**config.mk**
```make
export PLATFORM = sky130hd
export DESIGN_NAME = faiz_ilan
export DESIGN_NICKNAME = d
export VERILOG_FILES = /design/src/rtl/faiz_pkg.sv /design/src/rtl/faiz_adim_sinirla.sv /design/src/rtl/faiz_ilan.sv
export SDC_FILE = /design/constraint.sdc
export NUM_CORES = 1
export LEC_CHECK = 0
export ABC_AREA = 1
export BUFFER_PORTS_ARGS = -buffer_cell sky130_fd_sc_hd__buf_2
export CORE_ASPECT_RATIO = 2
export CORE_MARGIN = 2
export CORE_UTILIZATION = 45
export CTS_BUF_LIST = sky130_fd_sc_hd__clkbuf_8
export DETAILED_ROUTE_END_ITERATION = 10
export PLACE_DENSITY = 0.75
export REMOVE_ABC_BUFFERS = 1
export SYNTH_ARGS = -nofsm -noshare
export SYNTH_HDL_FRONTEND = slang
export SYNTH_SLANG_ARGS = --single-unit
```
**constraint.sdc**
```tcl
create_clock -name saat -period 2.8 [get_ports saat]
set_clock_uncertainty 0.05 [all_clocks]
set_input_delay 0.14 -clock saat [delete_from_list [all_inputs] [get_ports saat]]
set_output_delay 0.14 -clock saat [all_outputs]
set_load 0.005 [all_outputs]
```
**src/rtl/faiz_pkg.sv**
```systemverilog
// Shared definitions for the faiz (interest-rate) blocks.
//   FAIZ_W   : width of every rate value
//   durum_t  : announcement FSM states (BEKLE / SAYIM / ILAN)
//   YON_*    : announcement direction codes
package faiz_pkg;

    localparam int FAIZ_W = 6;

    typedef enum logic [1:0] {
        BEKLE = 2'd0,
        SAYIM = 2'd1,
        ILAN  = 2'd2
    } durum_t;

    localparam logic [1:0] YON_YOK = 2'b00;
    localparam logic [1:0] YON_ART = 2'b01;
    localparam logic [1:0] YON_AZ  = 2'b10;

endpackage

```
**src/rtl/faiz_adim_sinirla.sv**
```systemverilog
// Step limiter: moves from the current policy rate towards the candidate by at
// most ADIM, and reports the direction of the move.
//   politika : current policy rate
//   aday     : candidate rate to approach
//   hedef    : step-limited target (always between politika and aday)
//   yon      : YON_ART / YON_AZ / YON_YOK
module faiz_adim_sinirla
    import faiz_pkg::*;
#(
    parameter int ADIM = 5
) (
    input  logic [FAIZ_W-1:0] politika,
    input  logic [FAIZ_W-1:0] aday,
    output logic [FAIZ_W-1:0] hedef,
    output logic [1:0]        yon
);

    localparam logic signed [FAIZ_W:0] ADIM_S = (FAIZ_W+1)'(ADIM);
    localparam logic [FAIZ_W-1:0]      ADIM_U = FAIZ_W'(ADIM);

    logic signed [FAIZ_W:0] fark;

    always_comb begin
        fark  = $signed({1'b0, aday}) - $signed({1'b0, politika});
        hedef = aday;
        yon   = YON_YOK;
        // The clipped target lies strictly between politika and aday, so the
        // 6-bit add/subtract cannot wrap.
        if (fark > ADIM_S) begin
            hedef = politika + ADIM_U;
        end else if (fark < -ADIM_S) begin
            hedef = politika - ADIM_U;
        end
        if (fark > 0) begin
            yon = YON_ART;
        end else if (fark < 0) begin
            yon = YON_AZ;
        end
    end

endmodule

```
**src/rtl/faiz_ilan.sv**
```systemverilog
// Rate announcement stage: debounces the sampled faiz stream, offers a
// step-limited announcement on a valid/ready handshake and counts transfers.
//   saat / reset   : clock, asynchronous active-high reset
//   faiz           : incoming rate, sampled every rising edge
//   ilan_hazir     : downstream ready
//   ilan_gecerli   : announcement valid
//   ilan_faiz      : announced (step-limited) rate
//   ilan_yon       : 00 none, 01 increase, 10 decrease
//   politika_faiz  : last accepted announced rate
//   ilan_sayisi    : accepted announcements, saturating
module faiz_ilan
    import faiz_pkg::*;
#(
    parameter int STABIL  = 3,
    parameter int ADIM    = 5,
    parameter int SAYAC_W = 8
) (
    input  logic               saat,
    input  logic               reset,
    input  logic [FAIZ_W-1:0]  faiz,
    input  logic               ilan_hazir,
    output logic               ilan_gecerli,
    output logic [FAIZ_W-1:0]  ilan_faiz,
    output logic [1:0]         ilan_yon,
    output logic [FAIZ_W-1:0]  politika_faiz,
    output logic [SAYAC_W-1:0] ilan_sayisi
);

    localparam int              SW       = $clog2(STABIL + 1);
    localparam logic [SW-1:0]   STABIL_C = SW'(STABIL);

    durum_t              state_q, state_d;
    logic [FAIZ_W-1:0]   aday_q, aday_d;
    logic [SW-1:0]       sayac_q, sayac_d;
    logic                gecerli_q, gecerli_d;
    logic [FAIZ_W-1:0]   ilan_faiz_q, ilan_faiz_d;
    logic [1:0]          yon_q, yon_d;
    logic [FAIZ_W-1:0]   politika_q, politika_d;
    logic [SAYAC_W-1:0]  sayisi_q, sayisi_d;

    logic                yukle;
    logic [FAIZ_W-1:0]   hedef;
    logic [1:0]          hedef_yon;

    function automatic logic [SAYAC_W-1:0] doyur_artir(input logic [SAYAC_W-1:0] x);
        return (&x) ? x : x + SAYAC_W'(1);
    endfunction

    // Whenever an announcement is loaded the current sample equals the
    // candidate, so the limiter can look at faiz directly and stay free of the
    // next-state logic.
    faiz_adim_sinirla #(
        .ADIM (ADIM)
    ) u_sinirla (
        .politika (politika_q),
        .aday     (faiz),
        .hedef    (hedef),
        .yon      (hedef_yon)
    );

    always_comb begin
        state_d     = state_q;
        aday_d      = aday_q;
        sayac_d     = sayac_q;
        gecerli_d   = gecerli_q;
        ilan_faiz_d = ilan_faiz_q;
        yon_d       = yon_q;
        politika_d  = politika_q;
        sayisi_d    = sayisi_q;
        yukle       = 1'b0;

        case (state_q)
            BEKLE: begin
                if (faiz != politika_q) begin
                    aday_d  = faiz;
                    sayac_d = SW'(1);
                    if (STABIL == 1) yukle   = 1'b1;
                    else             state_d = SAYIM;
                end
            end
            SAYIM: begin
                if (faiz != aday_q) begin
                    aday_d  = faiz;
                    sayac_d = SW'(1);
                    if (faiz == politika_q) state_d = BEKLE;
                end else begin
                    sayac_d = sayac_q + SW'(1);
                    if (sayac_d == STABIL_C) yukle = 1'b1;
                end
            end
            ILAN: begin
                // faiz is ignored here; only the handshake moves us on.
                if (ilan_hazir) begin
                    politika_d = ilan_faiz_q;
                    sayisi_d   = doyur_artir(sayisi_q);
                    gecerli_d  = 1'b0;
                    yon_d      = YON_YOK;
                    state_d    = BEKLE;
                end
            end
            default: state_d = BEKLE;
        endcase

        if (yukle) begin
            state_d     = ILAN;
            ilan_faiz_d = hedef;
            yon_d       = hedef_yon;
            gecerli_d   = 1'b1;
        end
    end

    always_ff @(posedge saat or posedge reset) begin
        if (reset) begin
            state_q     <= BEKLE;
            aday_q      <= '0;
            sayac_q     <= '0;
            gecerli_q   <= 1'b0;
            ilan_faiz_q <= '0;
            yon_q       <= YON_YOK;
            politika_q  <= '0;
            sayisi_q    <= '0;
        end else begin
            state_q     <= state_d;
            aday_q      <= aday_d;
            sayac_q     <= sayac_d;
            gecerli_q   <= gecerli_d;
            ilan_faiz_q <= ilan_faiz_d;
            yon_q       <= yon_d;
            politika_q  <= politika_d;
            sayisi_q    <= sayisi_d;
        end
    end

    assign ilan_gecerli  = gecerli_q;
    assign ilan_faiz     = ilan_faiz_q;
    assign ilan_yon      = yon_q;
    assign politika_faiz = politika_q;
    assign ilan_sayisi   = sayisi_q;

endmodule

```
==> metrics.txt <==
# TYPE chip_impl_metric gauge
chip_impl_info{name="status",value="finished, final reports clean"} 1
chip_impl_metric{name="multi_input_area",unit="µm²"} 1170
chip_impl_metric{name="switching_power",unit="W"} 0.000458
chip_impl_metric{name="finalInstanceArea",unit="µm²"} 2500
chip_impl_info{name="unrepaired_setup_endpoints_after_global_routing",value="no"} 1
chip_impl_metric{name="io_pins",unit=""} 32
chip_impl_metric{name="powerDensity",unit="nW/µm²"} 522
chip_impl_metric{name="cellLeakagePower",unit="nW"} 1.41
chip_impl_metric{name="grt_pass1_vias",unit=""} 1964
chip_impl_metric{name="areaGrowthSynthToFinish",unit="%"} 14.9
chip_impl_metric{name="routed_wirelength",unit="mm"} 5.32
chip_impl_metric{name="final_min_period_over_clock_period",unit="%"} 85.9
chip_impl_metric{name="leftover_overflow_at_the_end_of_global_routing",unit=""} 0
chip_impl_metric{name="yosysWarningCount",unit=""} 0
chip_impl_metric{name="register_area",unit="µm²"} 826
chip_impl_metric{name="met3WireLength",unit="µm"} 172
chip_impl_metric{name="period_needed",unit="ns"} 2.40
chip_impl_metric{name="internal_power",unit="W"} 0.000849
chip_impl_metric{name="cts.reportedPaths.clkPinSlew",unit="ns"} 0.07
chip_impl_metric{name="drv.max_cap_violation_count",unit=""} 0
chip_impl_info{name="yosys_top_cell_by_area",value="dfrtp_1"} 1
chip_impl_metric{name="routed-wl-met2",unit="mm"} 2.94
chip_impl_info{name="worstSetupStartpointType",value="register"} 1
chip_impl_metric{name="num-nets-final",unit=""} 346
chip_impl_metric{name="grt_pass1_wl",unit="mm"} 9.06
chip_impl_metric{name="final_layout_size_suffix_gt1_share",unit="%"} 16.0
chip_impl_info{name="routed.top_layer",value="met4"} 1
chip_impl_metric{name="clk_path_buf_depth",unit=""} 2
chip_impl_metric{name="worst_slew_pin_slew",unit="ns"} 0.683
chip_impl_metric{name="numPortBuffers",unit=""} 31
chip_impl_metric{name="layout.filler_cells",unit=""} 474
chip_impl_metric{name="cts_buffers",unit=""} 5
chip_impl_metric{name="tns",unit="ns"} 0
chip_impl_metric{name="number_of_antenna_violations_at_the_first_check_in_global_routing",unit=""} 0
chip_impl_metric{name="synth.cell_area",unit="µm²"} 2180
chip_impl_metric{name="ys_seq_area_share",unit="%"} 37.9
chip_impl_metric{name="synth_enable_flop_cells",unit=""} 0
chip_impl_metric{name="wl_per_cell",unit="µm"} 14.0
chip_impl_metric{name="finalHoldViolCount",unit=""} 0
chip_impl_metric{name="die_h",unit="µm"} 102
chip_impl_metric{name="ys_seq_elements",unit=""} 33
chip_impl_info{name="critical_path.endpoint_type",value="register"} 1
chip_impl_metric{name="vias_per_cell",unit=""} 5.23
chip_impl_metric{name="place.gp.congestion",unit=""} 0.892
chip_impl_metric{name="initial_core_util",unit="%"} 46.9
chip_impl_metric{name="global_route.usage.total",unit="%"} 23.1
chip_impl_metric{name="die_area",unit="µm²"} 5450
chip_impl_metric{name="critical_path_arrival",unit="ns"} 2.53
chip_impl_metric{name="placement.cell_area",unit="µm²"} 2400
chip_impl_metric{name="postSynthCellCount",unit=""} 288
chip_impl_metric{name="first_pass_iters",unit=""} 4
chip_impl_metric{name="worst_skew_pair.late_latency",unit="ns"} 0.28
chip_impl_metric{name="comb_power_share",unit="%"} 29.6
chip_impl_metric{name="yosysTopAreaCellShare",unit="%"} 37.9
chip_impl_metric{name="clock_power_share",unit="%"} 27.5
chip_impl_metric{name="post-dp-hpwl",unit="mm"} 4.23
chip_impl_metric{name="critPathMaxFanout",unit=""} 8
chip_impl_metric{name="distinct_cell_type_count_of_the_synthesized_netlist",unit=""} 32
chip_impl_metric{name="met1Wirelength",unit="mm"} 1.99
chip_impl_metric{name="postSynthAreaPerCell",unit="µm²"} 7.56
chip_impl_metric{name="dieWidth",unit="µm"} 53.2
chip_impl_metric{name="async_flop_share",unit="%"} 100
chip_impl_metric{name="cts.sink_count",unit=""} 33
chip_impl_metric{name="hold_slack",unit="ns"} 0.0518
chip_impl_metric{name="detailroute.via_count",unit=""} 1991
chip_impl_metric{name="drcViolationCount",unit=""} 0
chip_impl_metric{name="slew_headroom",unit="%"} 54.1
chip_impl_metric{name="initial_drt_markers",unit=""} 60
chip_impl_info{name="min_path_type",value="input port to register"} 1
chip_impl_info{name="synthMostInstantiatedCell",value="nand2_1"} 1
chip_impl_metric{name="grt_start_max_net_pins",unit=""} 34
chip_impl_metric{name="power_switching_share",unit="%"} 35.0
chip_impl_info{name="synth_ff_type",value="dfrtp_1"} 1
chip_impl_info{name="synth_top_cells_by_count",value="nand2_1 (71), inv_1 (42), nand3_1 (34)"} 1
chip_impl_metric{name="place_ws",unit="ns"} 0.417
chip_impl_info{name="clock_tree.root_cell",value="clkbuf_8"} 1
chip_impl_metric{name="antenna-diode-count",unit=""} 0
chip_impl_metric{name="pwr-share-seq",unit="%"} 42.8
chip_impl_metric{name="final_max_slew_viol_count",unit=""} 0
chip_impl_metric{name="htree_levels",unit=""} 2
chip_impl_metric{name="placement_rows",unit=""} 35
chip_impl_metric{name="vdd_ir_drop_max",unit="mV"} 0.546
chip_impl_info{name="critical_path_class",value="register to register"} 1
chip_impl_metric{name="core",unit="µm²"} 4640
chip_impl_info{name="tritoncts_clock_tree",value="built"} 1
chip_impl_metric{name="postRouteAntennaNets",unit=""} 0
chip_impl_info{name="synthTopCellsByArea",value="dfrtp_1 (38%), nand2_1 (12%), nand3_1 (7.8%)"} 1
chip_impl_metric{name="upper_clock_frequency_limit",unit="MHz"} 416
chip_impl_metric{name="crit_required",unit="ns"} 2.93
chip_impl_metric{name="setup_viol_count_final",unit=""} 0
chip_impl_metric{name="fin_ws",unit="ns"} 0.396
[power groups by stage]
stage	Combinational (W)	Clock (W)	Sequential, W
after global routing	0.000448	0.000389	0.000568
after floorplan	0.000295	0	0.000561
after global placement	0.000377	0	0.000567
after detailed placement	0.000383	0	0.000569
after CTS	0.000386	0.000364	0.000560
final	0.000388	0.000360	0.000560
[repair_timing]
action                                 in CTS  in global routing
setup buffers                               0                  0
hold buffers                                1                  1
resized for setup                           0                  0
endpoints found under the hold margin      33                  1
[cell type report]
cell class	instances	share of cell area, %
tap	55	2.75
timing repair buffer	35	7.60
multi-input combinational	207	46.6
inverter	44	6.60
sequential	33	33.0
clock buffer	6	3.30
clock inverter	1	0.150
[sequential cells by signal, indices dropped and copies added, names as in the netlist]
signal         flops
aday_q             6
ilan_faiz          6
ilan_gecerli       1
ilan_sayisi        8
ilan_yon           2
politika_faiz      6
sayac_q            2
state_q            2
[critical path: stages, from the launching register on]
cell and delay, ns:
dfrtp_1 0.46, ha_1 0.25, fa_1 0.46, inv_1 0.10, nand3_1 0.10, nand2_1 0.12, nand2_1 0.05, nand3_1 0.07
nor2_1 0.04, nand2_1 0.18, nand2_4 0.11, nand2_1 0.09, nand3_1 0.08, nand3_1 0.08, nand2_1 0.05
[logic make-up after synthesis]
family | after synthesis | synth area share, %
compound gates | 34 | 8.56
xor+xnor | 16 | 6.43
fa+ha+maj | 11 | 6.66
buf+inv | 48 | 8.56
flops | 33 | 37.9
mux | 1 | 0.517
simple gates | 145 | 31.4
[worst paths after layout]
path | from | endpoint | slack, ns | depth (start not counted)
worst max-delay path | politika_faiz[0] | ilan_faiz[2] | 0.40 | 14
worst min-delay path | faiz[0] | aday_q[0] | 0.05 | 3
worst max register to register | politika_faiz[0] | ilan_faiz[2] | 0.40 | 14
worst min register to register | ilan_gecerli | ilan_gecerli | 0.43 | 2
max in group asynchronous | reset | ilan_sayisi[1] | 1.96 | 4
min in group asynchronous | reset | aday_q[4] | 0.43 | 4
[layer usage]
layer	up-vias	GRT usage [%]
met5	-	0
met2	54	42.0
met1	917	24.5
li1	1003	-
met4	0	12.4
met3	17	3.36
[placed cells by master (no fill, tap or decap), drive strengths merged]
cell type / count
nand2: 74
inv: 45
nand3: 35
dfrtp: 33
buf: 33
nor2: 22
o21ai: 19
xor2: 14
ha: 10
a21oi: 9
nand4: 6
clkbuf: 6
nor3: 6
o31ai: 2
o211ai: 2
xnor2: 2
dlygate4sd3: 2
o22ai: 1
and2: 1
nand3b: 1
a31oi: 1
mux2: 1
fa: 1
[stage by stage]
stage	utilization, %	instances	total power [W]
3_3_place_gp	51.6	372	0.000944
3_5_place_dp	51.6	372	0.000951
6_report	53.9	381	0.00131
2_1_floorplan	-	284	0.000856
5_1_grt	53.9	381	0.00141
4_1_cts	53.7	380	0.00131
Power figures use the tool's default switching activity.
